**src/rtl/dmem_responder_pkg.sv**
```systemverilog
// dmem_responder_pkg
// Shared types for the data-memory responder.
//   DMEM_MEM_W    : data bus width, including the capability tag in the MSB
//   dmem_rsp_t    : one response slot {valid, err, rdata}
//   NULL_DMEM_RSP : empty slot, used for reset and idle cycles
//   dmem_in_window: true when a byte address lies in [base, base+size)
package dmem_responder_pkg;

    localparam int unsigned DMEM_MEM_W = 33;

    typedef struct packed {
        logic                  valid;
        logic                  err;
        logic [DMEM_MEM_W-1:0] rdata;
    } dmem_rsp_t;

    localparam dmem_rsp_t NULL_DMEM_RSP = '{valid: 1'b0, err: 1'b0, rdata: '0};

    // Offset compare rather than base+size so a window ending at 2^32 works.
    function automatic logic dmem_in_window(input logic [31:0] addr,
                                            input logic [31:0] base,
                                            input logic [31:0] size);
        logic [31:0] off;
        off = addr - base;
        return (addr >= base) && (off < size);
    endfunction

endpackage

```
**src/rtl/dmem_responder_rsp_pipe.sv**
```systemverilog
// dmem_rsp_pipe
// Response delay line of Stages slots. Slot 0 is loaded in the acceptance
// cycle; RAM read data only exists one cycle later, so it is merged into
// slot 0 on its way out rather than being stored there.
// Ports:
//   clk_i, rst_ni : clock, asynchronous active-low reset (clears every slot)
//   i_push        : slot entering the line (rdata always zero)
//   i_push_rd     : the pushed slot is an in-range read and takes RAM data
//   i_ram_rdata   : RAM read data, valid the cycle after the read request
//   o_rsp         : response leaving the line
module dmem_rsp_pipe
    import dmem_responder_pkg::*;
#(
    parameter int unsigned Stages = 1
) (
    input  logic                  clk_i,
    input  logic                  rst_ni,
    input  dmem_rsp_t             i_push,
    input  logic                  i_push_rd,
    input  logic [DMEM_MEM_W-1:0] i_ram_rdata,
    output dmem_rsp_t             o_rsp
);

    dmem_rsp_t r_stage [Stages];
    logic      r_rd0;
    dmem_rsp_t w_eff   [Stages];

    always_comb begin
        for (int i = 0; i < int'(Stages); i++) begin
            w_eff[i] = r_stage[i];
        end
        if (r_rd0) begin
            w_eff[0].rdata = i_ram_rdata;
        end
    end

    always_ff @(posedge clk_i or negedge rst_ni) begin
        if (!rst_ni) begin
            for (int i = 0; i < int'(Stages); i++) begin
                r_stage[i] <= NULL_DMEM_RSP;
            end
            r_rd0 <= 1'b0;
        end else begin
            r_stage[0] <= i_push;
            r_rd0      <= i_push_rd;
            for (int i = 1; i < int'(Stages); i++) begin
                r_stage[i] <= w_eff[i-1];
            end
        end
    end

    assign o_rsp = w_eff[Stages-1];

endmodule

```
**src/rtl/dmem_responder.sv**
```systemverilog
// dmem_responder
// Single-window data-memory responder between an LSU-style request port and
// a word-addressed RAM. Requests are granted while fewer than MaxOut are in
// flight; every accepted request is answered exactly 1+RspLat cycles later,
// in order, with no backpressure. Out-of-window requests never reach the RAM
// and are answered with err=1.
// Optional feature macro: DMEM_RESPONDER_TAG_EN
//   defined   : capability tag (bit MemW-1) stored on full-word writes,
//               cleared on partial writes, returned on reads
//   undefined : tag is forced to zero towards the RAM and the LSU
// Ports:
//   clk_i, rst_ni            : clock, asynchronous active-low reset
//   data_req_i / data_gnt_o  : request handshake (gnt is combinational)
//   data_we_i, data_be_i     : write enable, byte enables
//   data_addr_i, data_wdata_i: byte address, write data
//   data_rvalid_o            : one-cycle response strobe
//   data_rdata_o, data_err_o : response data / error, zero when not valid
//   gnt_stall_i              : forces the grant low
//   ram_*                    : single-cycle RAM port, read data next cycle
module dmem_responder
    import dmem_responder_pkg::*;
#(
    parameter int unsigned MemW     = 33,
    parameter logic [31:0] AddrBase = 32'h0000_0000,
    parameter logic [31:0] AddrSize = 32'h0001_0000,
    parameter int unsigned RspLat   = 0,
    parameter int unsigned MaxOut   = 2
) (
    input  logic            clk_i,
    input  logic            rst_ni,
    input  logic            data_req_i,
    output logic            data_gnt_o,
    input  logic            data_we_i,
    input  logic [3:0]      data_be_i,
    input  logic [31:0]     data_addr_i,
    input  logic [MemW-1:0] data_wdata_i,
    output logic            data_rvalid_o,
    output logic [MemW-1:0] data_rdata_o,
    output logic            data_err_o,
    input  logic            gnt_stall_i,
    output logic            ram_req_o,
    output logic            ram_we_o,
    output logic [29:0]     ram_addr_o,
    output logic [3:0]      ram_be_o,
    output logic [MemW-1:0] ram_wdata_o,
    input  logic [MemW-1:0] ram_rdata_i
);

    if (MemW != DMEM_MEM_W) begin : g_bad_memw
        $error("dmem_responder: MemW must equal DMEM_MEM_W");
    end
    if (RspLat > 3) begin : g_bad_lat
        $error("dmem_responder: RspLat out of range 0..3");
    end
    if (MaxOut < 1 || MaxOut > 4) begin : g_bad_maxout
        $error("dmem_responder: MaxOut out of range 1..4");
    end

    logic [2:0]      r_outstanding;
    logic            w_in_range;
    logic            w_gnt;
    logic            w_accept;
    logic            w_wtag;
    logic            w_rtag;
    logic [MemW-1:0] w_ram_rdata;
    dmem_rsp_t       w_push;
    dmem_rsp_t       w_rsp;

`ifdef DMEM_RESPONDER_TAG_EN
    // A partial write cannot vouch for the whole word, so it drops the tag.
    assign w_wtag = (data_be_i == 4'hf) ? data_wdata_i[MemW-1] : 1'b0;
    assign w_rtag = ram_rdata_i[MemW-1];
`else
    logic w_unused_tag;
    assign w_unused_tag = data_wdata_i[MemW-1] ^ ram_rdata_i[MemW-1];
    assign w_wtag       = 1'b0;
    assign w_rtag       = 1'b0;
`endif

    assign w_in_range = dmem_in_window(data_addr_i, AddrBase, AddrSize);

    // rst_ni in the grant keeps the RAM port quiet while reset is held.
    assign w_gnt    = rst_ni & data_req_i & ~gnt_stall_i
                      & (r_outstanding < 3'(MaxOut));
    assign w_accept = data_req_i & w_gnt;

    assign data_gnt_o  = w_gnt;
    assign ram_req_o   = w_accept & w_in_range;
    assign ram_we_o    = data_we_i;
    assign ram_be_o    = data_be_i;
    assign ram_addr_o  = data_addr_i[31:2] - AddrBase[31:2];
    assign ram_wdata_o = {w_wtag, data_wdata_i[MemW-2:0]};
    assign w_ram_rdata = {w_rtag, ram_rdata_i[MemW-2:0]};

    always_comb begin
        w_push       = NULL_DMEM_RSP;
        w_push.valid = w_accept;
        w_push.err   = w_accept & ~w_in_range;
    end

    dmem_rsp_pipe #(
        .Stages (RspLat + 1)
    ) u_rsp_pipe (
        .clk_i       (clk_i),
        .rst_ni      (rst_ni),
        .i_push      (w_push),
        .i_push_rd   (w_accept & w_in_range & ~data_we_i),
        .i_ram_rdata (w_ram_rdata),
        .o_rsp       (w_rsp)
    );

    always_ff @(posedge clk_i or negedge rst_ni) begin
        if (!rst_ni) begin
            r_outstanding <= 3'd0;
        end else if (w_accept && !w_rsp.valid) begin
            r_outstanding <= r_outstanding + 3'd1;
        end else if (!w_accept && w_rsp.valid) begin
            r_outstanding <= r_outstanding - 3'd1;
        end
    end

    assign data_rvalid_o = w_rsp.valid;
    assign data_err_o    = w_rsp.valid & w_rsp.err;
    assign data_rdata_o  = w_rsp.valid ? w_rsp.rdata : '0;

endmodule

```
**config.mk**
```make
export PLATFORM = sky130hd
export DESIGN_NAME = dmem_responder
export DESIGN_NICKNAME = d
export VERILOG_FILES = /design/src/rtl/dmem_responder_pkg.sv /design/src/rtl/dmem_responder_rsp_pipe.sv /design/src/rtl/dmem_responder.sv
export SDC_FILE = /design/constraint.sdc
export NUM_CORES = 1
export LEC_CHECK = 0
export CORE_AREA = 2 2 81 83
export CTS_CLUSTER_DIAMETER = 40
export CTS_CLUSTER_SIZE = 10
export DETAILED_ROUTE_END_ITERATION = 8
export DIE_AREA = 0 0 83 85
export HOLD_SLACK_MARGIN = 0.03
export PLACE_DENSITY = 0.85
export SLEW_MARGIN = 20
export SYNTH_ARGS = -nofsm -noshare
export SYNTH_HDL_FRONTEND = slang
export SYNTH_SLANG_ARGS = --single-unit
```
**constraint.sdc**
```tcl
create_clock -name clk_i -period 5.3 [get_ports clk_i]
set_input_delay 0.795 -clock clk_i [delete_from_list [all_inputs] [get_ports clk_i]]
set_output_delay 0.795 -clock clk_i [all_outputs]
set_load 0.03 [all_outputs]
```
==> results.sh <==
export IMPL_period_minus_slack_ns=3.605
export IMPL_cts_max_level=1
export IMPL_antennaDiodeCount=0
export IMPL_yosys_warnings=0
export IMPL_clockPowerShare_pct=32.2
export IMPL_worstMarginPinSlew_ns=0.7882
export IMPL_hp_start="r_outstanding[2]"
export IMPL_r2r_slack_ns=3.18
export IMPL_totalNegativeSetupSlack_ns=0
export IMPL_drcViolationCount=0
export IMPL_power_frac_seq_pct=28.3
export IMPL_rows=29
export IMPL_final_cell_mix="105 x clkdlybuf4s50_1, 32 x and3_1, 6 x dfrtp_1"
export IMPL_dp_hpwl_mm=2.928
export IMPL_dieWidth_um=83
export IMPL_root_buffer="clkbuf_8"
export IMPL_drive_gt1_share_pct=4.118
export IMPL_grt_overflow_total=0
export IMPL_grt_use_total_pct=8.845
export IMPL_gp_congestion=0.7024
export IMPL_final_util_pct=27.55
export IMPL_syn_area_per_cell_um2=7.774
export IMPL_holdBufCountCts=0
export IMPL_worstPathRequired_ns=4.51
export IMPL_period_share_pct=68.02
export IMPL_peakVddDrop_v=0.00009510
export IMPL_drt_iter0_markers=3
export IMPL_r2r_end="r_outstanding[2]"
export IMPL_cts_tree="built"
export IMPL_ant_nets=0
export IMPL_final_common_cell="clkdlybuf4s50_1"
export IMPL_hold_ws_ns=0.4726
export IMPL_fp_dieH_um=85
export IMPL_avgRoutedWirePerCell_um=13.42
export IMPL_die_area_um2=7055
export IMPL_max_cap_violations=0
export IMPL_detail_route_vias_per_cell=4.032
export IMPL_cts_sinks=6
export IMPL_clock_path_buffers=2
export IMPL_switching_share_pct=25.98
export IMPL_timing_rr_start="r_outstanding[1]"
export IMPL_start_util_pct=17.04
export IMPL_synth_distinct_cells=19
export IMPL_synthTopCellsByArea="buf_4 49%, and3_1 19%, dfrtp_1 14%"
export IMPL_clock_latency_ns=0.22
export IMPL_critPathCaptureType="output port"
export IMPL_whs_path_depth=1
export IMPL_setup_viol=0
export IMPL_holdPathEnd="r_outstanding[2]"
export IMPL_grt_pass1_vias=1072
export IMPL_cp_arrival_ns=2.81
export IMPL_cp_start_kind="input port"
export IMPL_grt_max_degree=36
export IMPL_grt_pass1_wl_mm=5.168
export IMPL_synth_top_area_share_pct=48.99
export IMPL_relSlewSlack_pct=47.46
export IMPL_hp_class="register to register"
export IMPL_fin_nets=281
export IMPL_numCtsBuffers=3
export IMPL_finalClockSkew_ns=0.001239
export IMPL_antenna_found_initial=0
export IMPL_ioPinCount=212
export IMPL_synth_area_um2=1057
export IMPL_vias=996
export IMPL_rsz0062_at_grt="no"
export IMPL_ctsResizeCount=0
export IMPL_ys_ff_latch=6
export IMPL_combPwrFrac_pct=39.5
export IMPL_p_total_uw=204.1
export IMPL_totalWireLength_mm=3.315
export IMPL_clk_pin_slew_ns=0.04
export IMPL_p_sw_uw=53.02
export IMPL_syn_inst=136
export IMPL_cp_max_fo=7
export IMPL_syn_to_final_growth_pct=61.66
export IMPL_r2r_cells=8
export IMPL_synth_area_leader_cell="buf_4"
export IMPL_core_um2=6205
export IMPL_fmax_mhz=277.4
export IMPL_port_buffers=105
export IMPL_crit_type="input port to output port"
export IMPL_cellLeakagePower_uw=0.0007374
export IMPL_firstDrtPassIters=3
export IMPL_post_cts_buffers=0
export IMPL_p_int_uw=151.0
export IMPL_status="complete, no violations"
export IMPL_power_density_nw_per_um2=119.4
export IMPL_drv_slew=0
export IMPL_hold_viol_final=0
export IMPL_yosysSeqAreaShare_pct=14.20
==> cell families (layout without fill, tap and decap cells) <==
logic type    after synthesis  in the layout  share of synthesized area (%)
xor+xnor                    3              3                          2.486
other cells                 1              2                         0.3547
fa+ha+maj                   2              2                          3.077
flops                       6              6                          14.20
simple gates               44             44                          26.15
buf+inv                    79            112                          52.66
mux                         1              1                          1.065
==> metrics by stage <==
stage          cell area (um^2)  instances  setup slack (ns)
2_1_floorplan              1061        137             2.717
3_3_place_gp               1668        244             1.700
3_5_place_dp               1668        244             1.670
4_1_cts                    1709        247             1.667
5_1_grt                    1709        247             1.596
6_report                   1709        247             1.695
==> routing by layer <==
layer	wire, um	GRT usage [%]
met1	953	7.055
met2	1689	16.86
met3	582	6.323
met4	89	2.832
met5	0	0
==> final cells by class <==
class,instances,area (um^2)
clock buffers,3,41.29
multi-input cells,52,354.1
well taps,77,96.34
fillers,652,4496
flip-flops and latches,6,150.1
repair buffers,105,1051
inverters,4,16.27
==> cell usage after synthesis <==
library cell / n
conb_1: 1
inv_1: 3
buf_4: 69
dfrtp_1: 6
nor2_1: 2
nor4_1: 4
and3_1: 32
nor3_2: 1
nand2_1: 1
or4_4: 1
xor2_1: 2
clkbuf_1: 6
nand4_1: 1
mux2_2: 1
ha_1: 1
fa_1: 1
xnor2_1: 1
clkinv_2: 1
and2_1: 2
==> sequential cells by signal (all words and copies together), names as in the netlist <==
name,count
u_rsp_pipe.o_rsp,2
r_outstanding,3
u_rsp_pipe.r_rd0,1
==> power groups by stage <==
stage	clock network (uW)	logic (uW)	registers, uW
floorplan	0	107	57.0
global placement	0	79.3	57.7
detailed placement	0	80.8	58.3
CTS	67.9	81.4	57.9
global route	70.8	86.6	58.8
finish	65.7	80.5	57.8
==> how the worst max path moves through the flow <==
stage	slack, ns	start	endpoint
after floorplan	2.72	gnt_stall_i	ram_req_o
after global placement	1.70	rst_ni	ram_req_o
after detailed placement	1.67	rst_ni	ram_req_o
after CTS	1.67	rst_ni	ram_req_o
after global routing	1.60	rst_ni	ram_req_o
final	1.69	rst_ni	ram_req_o
==> critical path: stages <==
cell             delay (ns)
clkdlybuf4s50_1        0.65
nand2_1                0.09
or4_4                  0.47
nor2_1                 0.12
clkdlybuf4s50_1        0.68
Power figures use the tool's default switching activity.
